===== config.mk =====
export PLATFORM = sky130hd
export DESIGN_NAME = uart_rx_core_flat
export DESIGN_NICKNAME = d
export VERILOG_FILES = /design/src/rtl/uart_rx_core_if.sv /design/src/rtl/uart_rx_core.sv /design/src/flat_wrapper.sv
export SDC_FILE = /design/constraint.sdc
export NUM_CORES = 1
export LEC_CHECK = 0
export CORE_ASPECT_RATIO = 1.25
export CORE_MARGIN = 2
export CORE_UTILIZATION = 35
export CTS_BUF_LIST = sky130_fd_sc_hd__clkbuf_4
export DETAILED_ROUTE_END_ITERATION = 10
export HOLD_SLACK_MARGIN = 0.08
export PLACE_DENSITY = 0.59
export REMOVE_ABC_BUFFERS = 1
export SLEW_MARGIN = 40
export SYNTH_ARGS = -nofsm -noshare
export SYNTH_HDL_FRONTEND = slang
export SYNTH_SLANG_ARGS = --single-unit
export TNS_END_PERCENT = 1

===== constraint.sdc =====
create_clock -name clk -period 2.7 [get_ports clk]
set_clock_uncertainty 0.05 [all_clocks]
set_input_delay 0.675 -clock clk [delete_from_list [all_inputs] [get_ports clk]]
set_output_delay 0.675 -clock clk [all_outputs]
set_load 0.01 [all_outputs]

===== src/rtl/uart_rx_core_if.sv =====
// Serial-in / byte-out signal bundle for uart_rx_core.
`timescale 1ns/1ps
interface uart_rx_core_if;
   logic       i_uart_rx;
   logic [7:0] o_uart_data;
   logic       o_data_valid;

   modport master (output i_uart_rx, input o_uart_data, input o_data_valid);
   modport slave  (input i_uart_rx, output o_uart_data, output o_data_valid);
endinterface


===== src/rtl/uart_rx_core.sv =====
// 8N1 UART receiver: synchronizes the raw line, centre-samples each bit and
// emits received bytes with a one-cycle valid strobe.
`timescale 1ns/1ps
module uart_rx_core #(
   parameter int unsigned CLOCK_FREQ = 50_000_000,
   parameter int unsigned BAUD_RATE  = 9600
) (
   input  logic           clk,
   input  logic           rst_n,
   uart_rx_core_if.slave  bus
);
   localparam int unsigned CLKS_PER_BIT = CLOCK_FREQ / BAUD_RATE;
   localparam int unsigned CNT_W = (CLKS_PER_BIT > 1) ? $clog2(CLKS_PER_BIT) : 1;
   localparam logic [CNT_W-1:0] HALF_M1 = CNT_W'(CLKS_PER_BIT / 2 - 1);
   localparam logic [CNT_W-1:0] BIT_M1  = CNT_W'(CLKS_PER_BIT - 1);

   typedef enum logic [2:0] {IDLE, START, DATA, STOP, WAIT_HIGH} state_t;

   state_t           state_q, state_d;
   logic [CNT_W-1:0] cnt_q, cnt_d;
   logic [2:0]       idx_q, idx_d;
   logic [7:0]       shift_q, shift_d;
   logic [7:0]       data_q, data_d;
   logic             valid_q, valid_d;
   logic             sync1_q, rx_s;

   // rst_n is active-high despite its name
   always_ff @(posedge clk or posedge rst_n) begin
      if (rst_n) begin
         sync1_q <= 1'b1;
         rx_s    <= 1'b1;
         state_q <= IDLE;
         cnt_q   <= '0;
         idx_q   <= '0;
         shift_q <= '0;
         data_q  <= '0;
         valid_q <= 1'b0;
      end else begin
         sync1_q <= bus.i_uart_rx;
         rx_s    <= sync1_q;
         state_q <= state_d;
         cnt_q   <= cnt_d;
         idx_q   <= idx_d;
         shift_q <= shift_d;
         data_q  <= data_d;
         valid_q <= valid_d;
      end
   end

   always_comb begin
      state_d = state_q;
      cnt_d   = cnt_q;
      idx_d   = idx_q;
      shift_d = shift_q;
      data_d  = data_q;
      valid_d = 1'b0;
      case (state_q)
         IDLE: begin
            cnt_d = '0;
            if (!rx_s) state_d = START;
         end
         START: begin
            if (cnt_q == HALF_M1) begin
               cnt_d = '0;
               idx_d = '0;
               state_d = rx_s ? IDLE : DATA;
            end else begin
               cnt_d = cnt_q + 1'b1;
            end
         end
         DATA: begin
            if (cnt_q == BIT_M1) begin
               cnt_d = '0;
               shift_d[idx_q] = rx_s;
               if (idx_q == 3'd7) state_d = STOP;
               else               idx_d = idx_q + 3'd1;
            end else begin
               cnt_d = cnt_q + 1'b1;
            end
         end
         STOP: begin
            if (cnt_q == BIT_M1) begin
               cnt_d = '0;
               if (rx_s) begin
                  data_d  = shift_q;
                  valid_d = 1'b1;
                  state_d = IDLE;
               end else begin
                  state_d = WAIT_HIGH;
               end
            end else begin
               cnt_d = cnt_q + 1'b1;
            end
         end
         WAIT_HIGH: begin
            cnt_d = '0;
            if (rx_s) state_d = IDLE;
         end
         default: state_d = IDLE;
      endcase
   end

   assign bus.o_uart_data  = data_q;
   assign bus.o_data_valid = valid_q;
endmodule


===== src/flat_wrapper.sv =====
// flat-port wrapper written by rule: the top's interface ports become plain ports
module uart_rx_core_flat 
#(
   parameter int unsigned CLOCK_FREQ = 50_000_000,
   parameter int unsigned BAUD_RATE  = 9600
)
  (clk, rst_n, bus_i_uart_rx, bus_o_uart_data, bus_o_data_valid);
  uart_rx_core_if bus_i ();
  input  logic clk;
  input  logic rst_n;
  input wire logic [$bits(bus_i.i_uart_rx)-1:0] bus_i_uart_rx;
  output wire logic [$bits(bus_i.o_uart_data)-1:0] bus_o_uart_data;
  output wire logic [$bits(bus_i.o_data_valid)-1:0] bus_o_data_valid;
  assign bus_i.i_uart_rx = bus_i_uart_rx;
  assign bus_o_uart_data = bus_i.o_uart_data;
  assign bus_o_data_valid = bus_i.o_data_valid;
  uart_rx_core #(.CLOCK_FREQ(CLOCK_FREQ), .BAUD_RATE(BAUD_RATE)) u_core (.clk(clk), .rst_n(rst_n), .bus(bus_i));
endmodule

# [Word-level counts from Yosys, hierarchy flattened]
# Index checks and enable logic that the tools add are counted.
[word_totals] inputBits=3 out_inout_bits=9 ff_bits=38
[op_classes] n_lt_le_gt_ge=2 n_eq_ne=14 n_reduce_logical=10 add_sub_neg=2 n_mux=22
[ops] op="$pmux 13 s3" count=1
[ops] op="$mux 3" count=10
[ops] op="$mux 13" count=2
[ops] op="$pmux 3 s5" count=1
[ops] op="$add 13x1->13 const B" count=1
[ops] op="$eq 13x12->1 const B" count=1
[ops] op="$eq 13x13->1 const B" count=1
[ops] op="$ne 2x1->1 const B" count=5
[ops] op="$bwmux 8" count=1
[ops] op="$eq 3x2->1 const B" count=2
[ops] op="$eq 3x3->1 const B" count=2
[ops] op="$pmux 3 s2" count=1
[ops] op="$reduce_and 6->1" count=1
[ops] op="$lt 3x4->1 const B" count=1
[ops] op="$mux 1" count=4
[ops] op="$ne 2x2->1 const B" count=2
[ops] op="$reduce_and 4->1" count=1
[ops] op="$reduce_or 2->1" count=2
[ops] op="$add 3x1->3 const B" count=1
[ops] op="$demux 1 s3" count=1
[ops] op="$eq 3x1->1 const B" count=1
[ops] op="$ge 3x1->1 const B" count=1
[ops] op="$logic_not 3->1" count=1
[ops] op="$reduce_and 3->1" count=1
[ops] op="other kinds (5)" count=5

# [Logic depth before layout (Yosys ltp)]
[depth] depth_word=5 ltp_mapped=7 ltp_nobuf=6

# [Worst setup path before layout]
# No wires, ideal clock.
[synth_timing] path_kind="register to register" start="reg u_core.cnt_q[0]" end="reg u_core.data_q[0] (netlist: u_core.bus.o_uart_data[0])" t_required_ps=2525 arrival_ps=1731 stages_incl_launch_ff=7 setup_ps=125 setup_slack_ps=795 cell_sequence="dfrtp_1 ha_1 nand2_1 and4b_4 nand2_2 nor3_4 mux2_2"
[synth_between] elab_chain_len=2
[synth_rtl] element="start, declared" line_no="uart_rx_core.sv:20" rtl="logic [CNT_W-1:0] cnt_q, cnt_d;"
[synth_rtl] element="start signal, assigned" line_no="uart_rx_core.sv:42" rtl="cnt_q <= cnt_d;"
[synth_rtl] element="$eq 13x13->1" line_no="uart_rx_core.sv:82" rtl="if (cnt_q == BIT_M1) begin"
[synth_rtl] element="$reduce_and 3->1 (no source line)"
[synth_rtl] element="end signal, assigned" line_no="uart_rx_core.sv:45" rtl="data_q <= data_d;"
[synth_rtl] element="end, declared" line_no="uart_rx_core.sv:23" rtl="logic [7:0] data_q, data_d;"
# Every way passes these cells.
# A chain may end at the register's enable or synchronous reset.

# [Worst setup path after layout]
[layout_timing] start="reg u_core.cnt_q[0]" end="reg u_core.data_q[6] (netlist: u_core.bus.o_uart_data[6])"
# Same word-level chain as after synthesis.

==> impl_metrics.tcl <==
set metrics [dict create \
    status "finished, final reports clean" \
    slowest_stage "and4b_4" \
    ys_seq_area_share_pct 51.3 \
    antenna_found_initial 0 \
    clock_path_buffers 2 \
    drive_gt1_share_pct 16.2 \
    hold_viol 0 \
    portBuffers 11 \
    critPathTopFamily "simple AND/OR/NAND/NOR gates" \
    final_common_cell "dfrtp_1" \
    drtIter0Drc 53 \
    wl_mm 3.52 \
    start_util_pct 36.3 \
    row_count 29 \
    setup_viol 0 \
    die_area_sq_um 5920 \
    finalNonFillerCells 253 \
    clk_pin_slew_ps 120 \
    ctsHtreeMaxLevel 2 \
    crit_buf_inv 0 \
    post_drt_via_cell_ratio 5.29 \
    hpwl_mm 2.51 \
    drc 0 \
    cts.sinks 38 \
    nNetsFinal 196 \
    diodes 0 \
    cts-resized-gates 0 \
    syn_area_sq_um 1860 \
    cap_violations 0 \
    fp.dieW_um 69.2 \
    syn_inst 175 \
    grt_pass1_vias 1382 \
    max_stage_delay_ps 460 \
    synth_edf_count 0 \
    rsz0062_at_grt "no" \
    cp_cell_sequence "ha_1 > nand2_1 > and4b_4 > nand2_2 > nor3_4 > mux2_2" \
    path_max_fanout 12 \
    cts_buffers 5 \
    overflow 0 \
    grt_max_degree 39 \
    nFillCells 498 \
    slew_headroom_pct 52.3 \
    placed_cells 245 \
    cp-end-kind "flop" \
    ys_dominant_reg_cell "dfrtp_1" \
    post_cts_buffers 0 \
    hold_class "flop to flop" \
    cts_root_buf "clkbuf_4" \
    insertion_delay_ps 350 \
    area_growth_syn_to_layout_pct 14.7 \
    detail_route.wl_per_cell_um 13.9 \
    coreArea_sq_um 5120 \
    synth_area_per_cell_sq_um 10.6 \
    fin_setup_tns_ps 0 \
    fmax_mhz 441 \
    async_flop_share_pct 100 \
    crit_required_ps 2880 \
    grt_usage_pct 13.5 \
    crit_path_start_kind "flop" \
    yosysWarnings 0 \
    grt_pass1_wl_mm 6.39 \
    p_per_area_nw_per_um2 500 \
    arrival_ps 2450 \
    cts_tree "yes" \
    layout_common_cells "dfrtp_1 (36), nor2_1 (17), nand2_1 (14), mux2_2 (14)" \
    vias 1339 \
    hold_buffers 0 \
    ys_types 42 \
    gp_congestion 0.770 \
    drtAntennaViolNets 0 \
    slew_violations 0 \
    fin_util_pct 41.7 \
    ir_drop_uv 346 \
    min_period_over_period_pct 83.9 \
    min_period_ps 2270 \
    ys_seq_elements 38 \
    crit_type "flop to flop" \
    worstMarginPinSlew_ps 713 \
    first_pass_iters 4 \
    num_io_pins 12 \
    die_h_um 85.5 \
    total_leakage_power_nw 0.958 \
]
[synthesized netlist by cell type, types with 2 or more instances]
cell type / count / area share, %
a21oi_1: 7 / 1.9
dfrtp_1: 36 / 48
nand2_2: 2 / 0.67
a32o_1: 2 / 1.1
and3_1: 4 / 1.3
nor2_1: 17 / 3.4
ha_1: 3 / 2.0
dfstp_2: 2 / 2.8
or4_1: 2 / 0.81
nand2_1: 14 / 2.8
nor4b_1: 2 / 0.94
nor2b_1: 2 / 0.67
and4b_1: 2 / 1.1
xor2_1: 3 / 1.4
o21ai_0: 8 / 2.2
clkbuf_1: 2 / 0.40
nand4_1: 4 / 1.3
nand2b_1: 3 / 1.0
a22oi_1: 2 / 0.81
and2b_1: 2 / 0.81
nand3_1: 11 / 3.0
nor3_1: 4 / 1.1
a211oi_1: 2 / 0.81
a22o_1: 3 / 1.4
inv_1: 6 / 1.2
mux2_2: 14 / 8.5
[worst paths after layout]
path	startpoint	endpoint	slack, ps	cells after the start
worst min-delay path	u_core.sync1_q$_DFF_PP1_	u_core.rx_s$_DFF_PP1_	310	0
worst min register to register	u_core.sync1_q$_DFF_PP1_	u_core.rx_s$_DFF_PP1_	310	0
min in group asynchronous	rst_n	u_core.cnt_q[6]$_DFFE_PP0P_	680	3
worst max-delay path	u_core.cnt_q[0]$_DFFE_PP0P_	u_core.bus.o_uart_data[6]$_DFFE_PP0P_	430	6
max in group asynchronous	rst_n	u_core.sync1_q$_DFF_PP1_	1560	3
worst max register to register	u_core.cnt_q[0]$_DFFE_PP0P_	u_core.bus.o_uart_data[6]$_DFFE_PP0P_	430	6
[per-stage QoR]
step / hold slack, ps / setup slack (ps) / cell area [sq um] / power, mW
floorplan: 295 / 709 / 1830 / 0.594
global placement: 298 / 503 / 2030 / 0.603
CTS: 316 / 444 / 2130 / 1.08
global route: 316 / 291 / 2130 / 1.10
detailed placement: 299 / 474 / 2030 / 0.603
finish: 313 / 434 / 2130 / 1.07
[power breakdown]
| group | leakage [nW] | internal [mW] | switching [mW] | total, mW |
|---|---|---|---|---|
| clock | 0.0528 | 0.285 | 0.190 | 0.475 |
| combinational | 0.396 | 0.00424 | 0.0126 | 0.0169 |
| sequential | 0.509 | 0.572 | 0.00212 | 0.574 |
| total | 0.958 | 0.861 | 0.204 | 1.07 |
[final cells by class]
type                       count  area [sq um]  share of cell area, %
timing repair buffer          13           125                   5.87
clock buffer                   5          37.5                   1.76
sequential                    38           953                   44.7
multi-input combinational    126           852                   40.0
clock inverter                 3          63.8                   2.99
inverter                       6          22.5                   1.06
tap                           62          77.6                   3.64
[registers in the layout, indices dropped and copies added (netlist names)]
name / flops
u_core.bus.o_uart_data: 8
u_core.bus.o_data_valid: 1
u_core.cnt_q: 13
u_core.rx_s: 1
u_core.idx_q: 3
u_core.sync1_q: 1
u_core.shift_q: 8
u_core.state_q: 3
[cell families after synthesis]
logic type,synth area share [%]
simple gates,22.1
flops,51.3
compound gates,11.8
mux,8.48
buf+inv,2.89
xor+xnor,1.41
fa+ha+maj,2.02
[per-layer routing]
layer	GRT usage, %	wire (um)
met5	0	0
met4	6.06	77
met3	2.59	99
met2	24.2	1790
met1	15.5	1560
No activity file was read; power rests on OpenSTA's default activity.
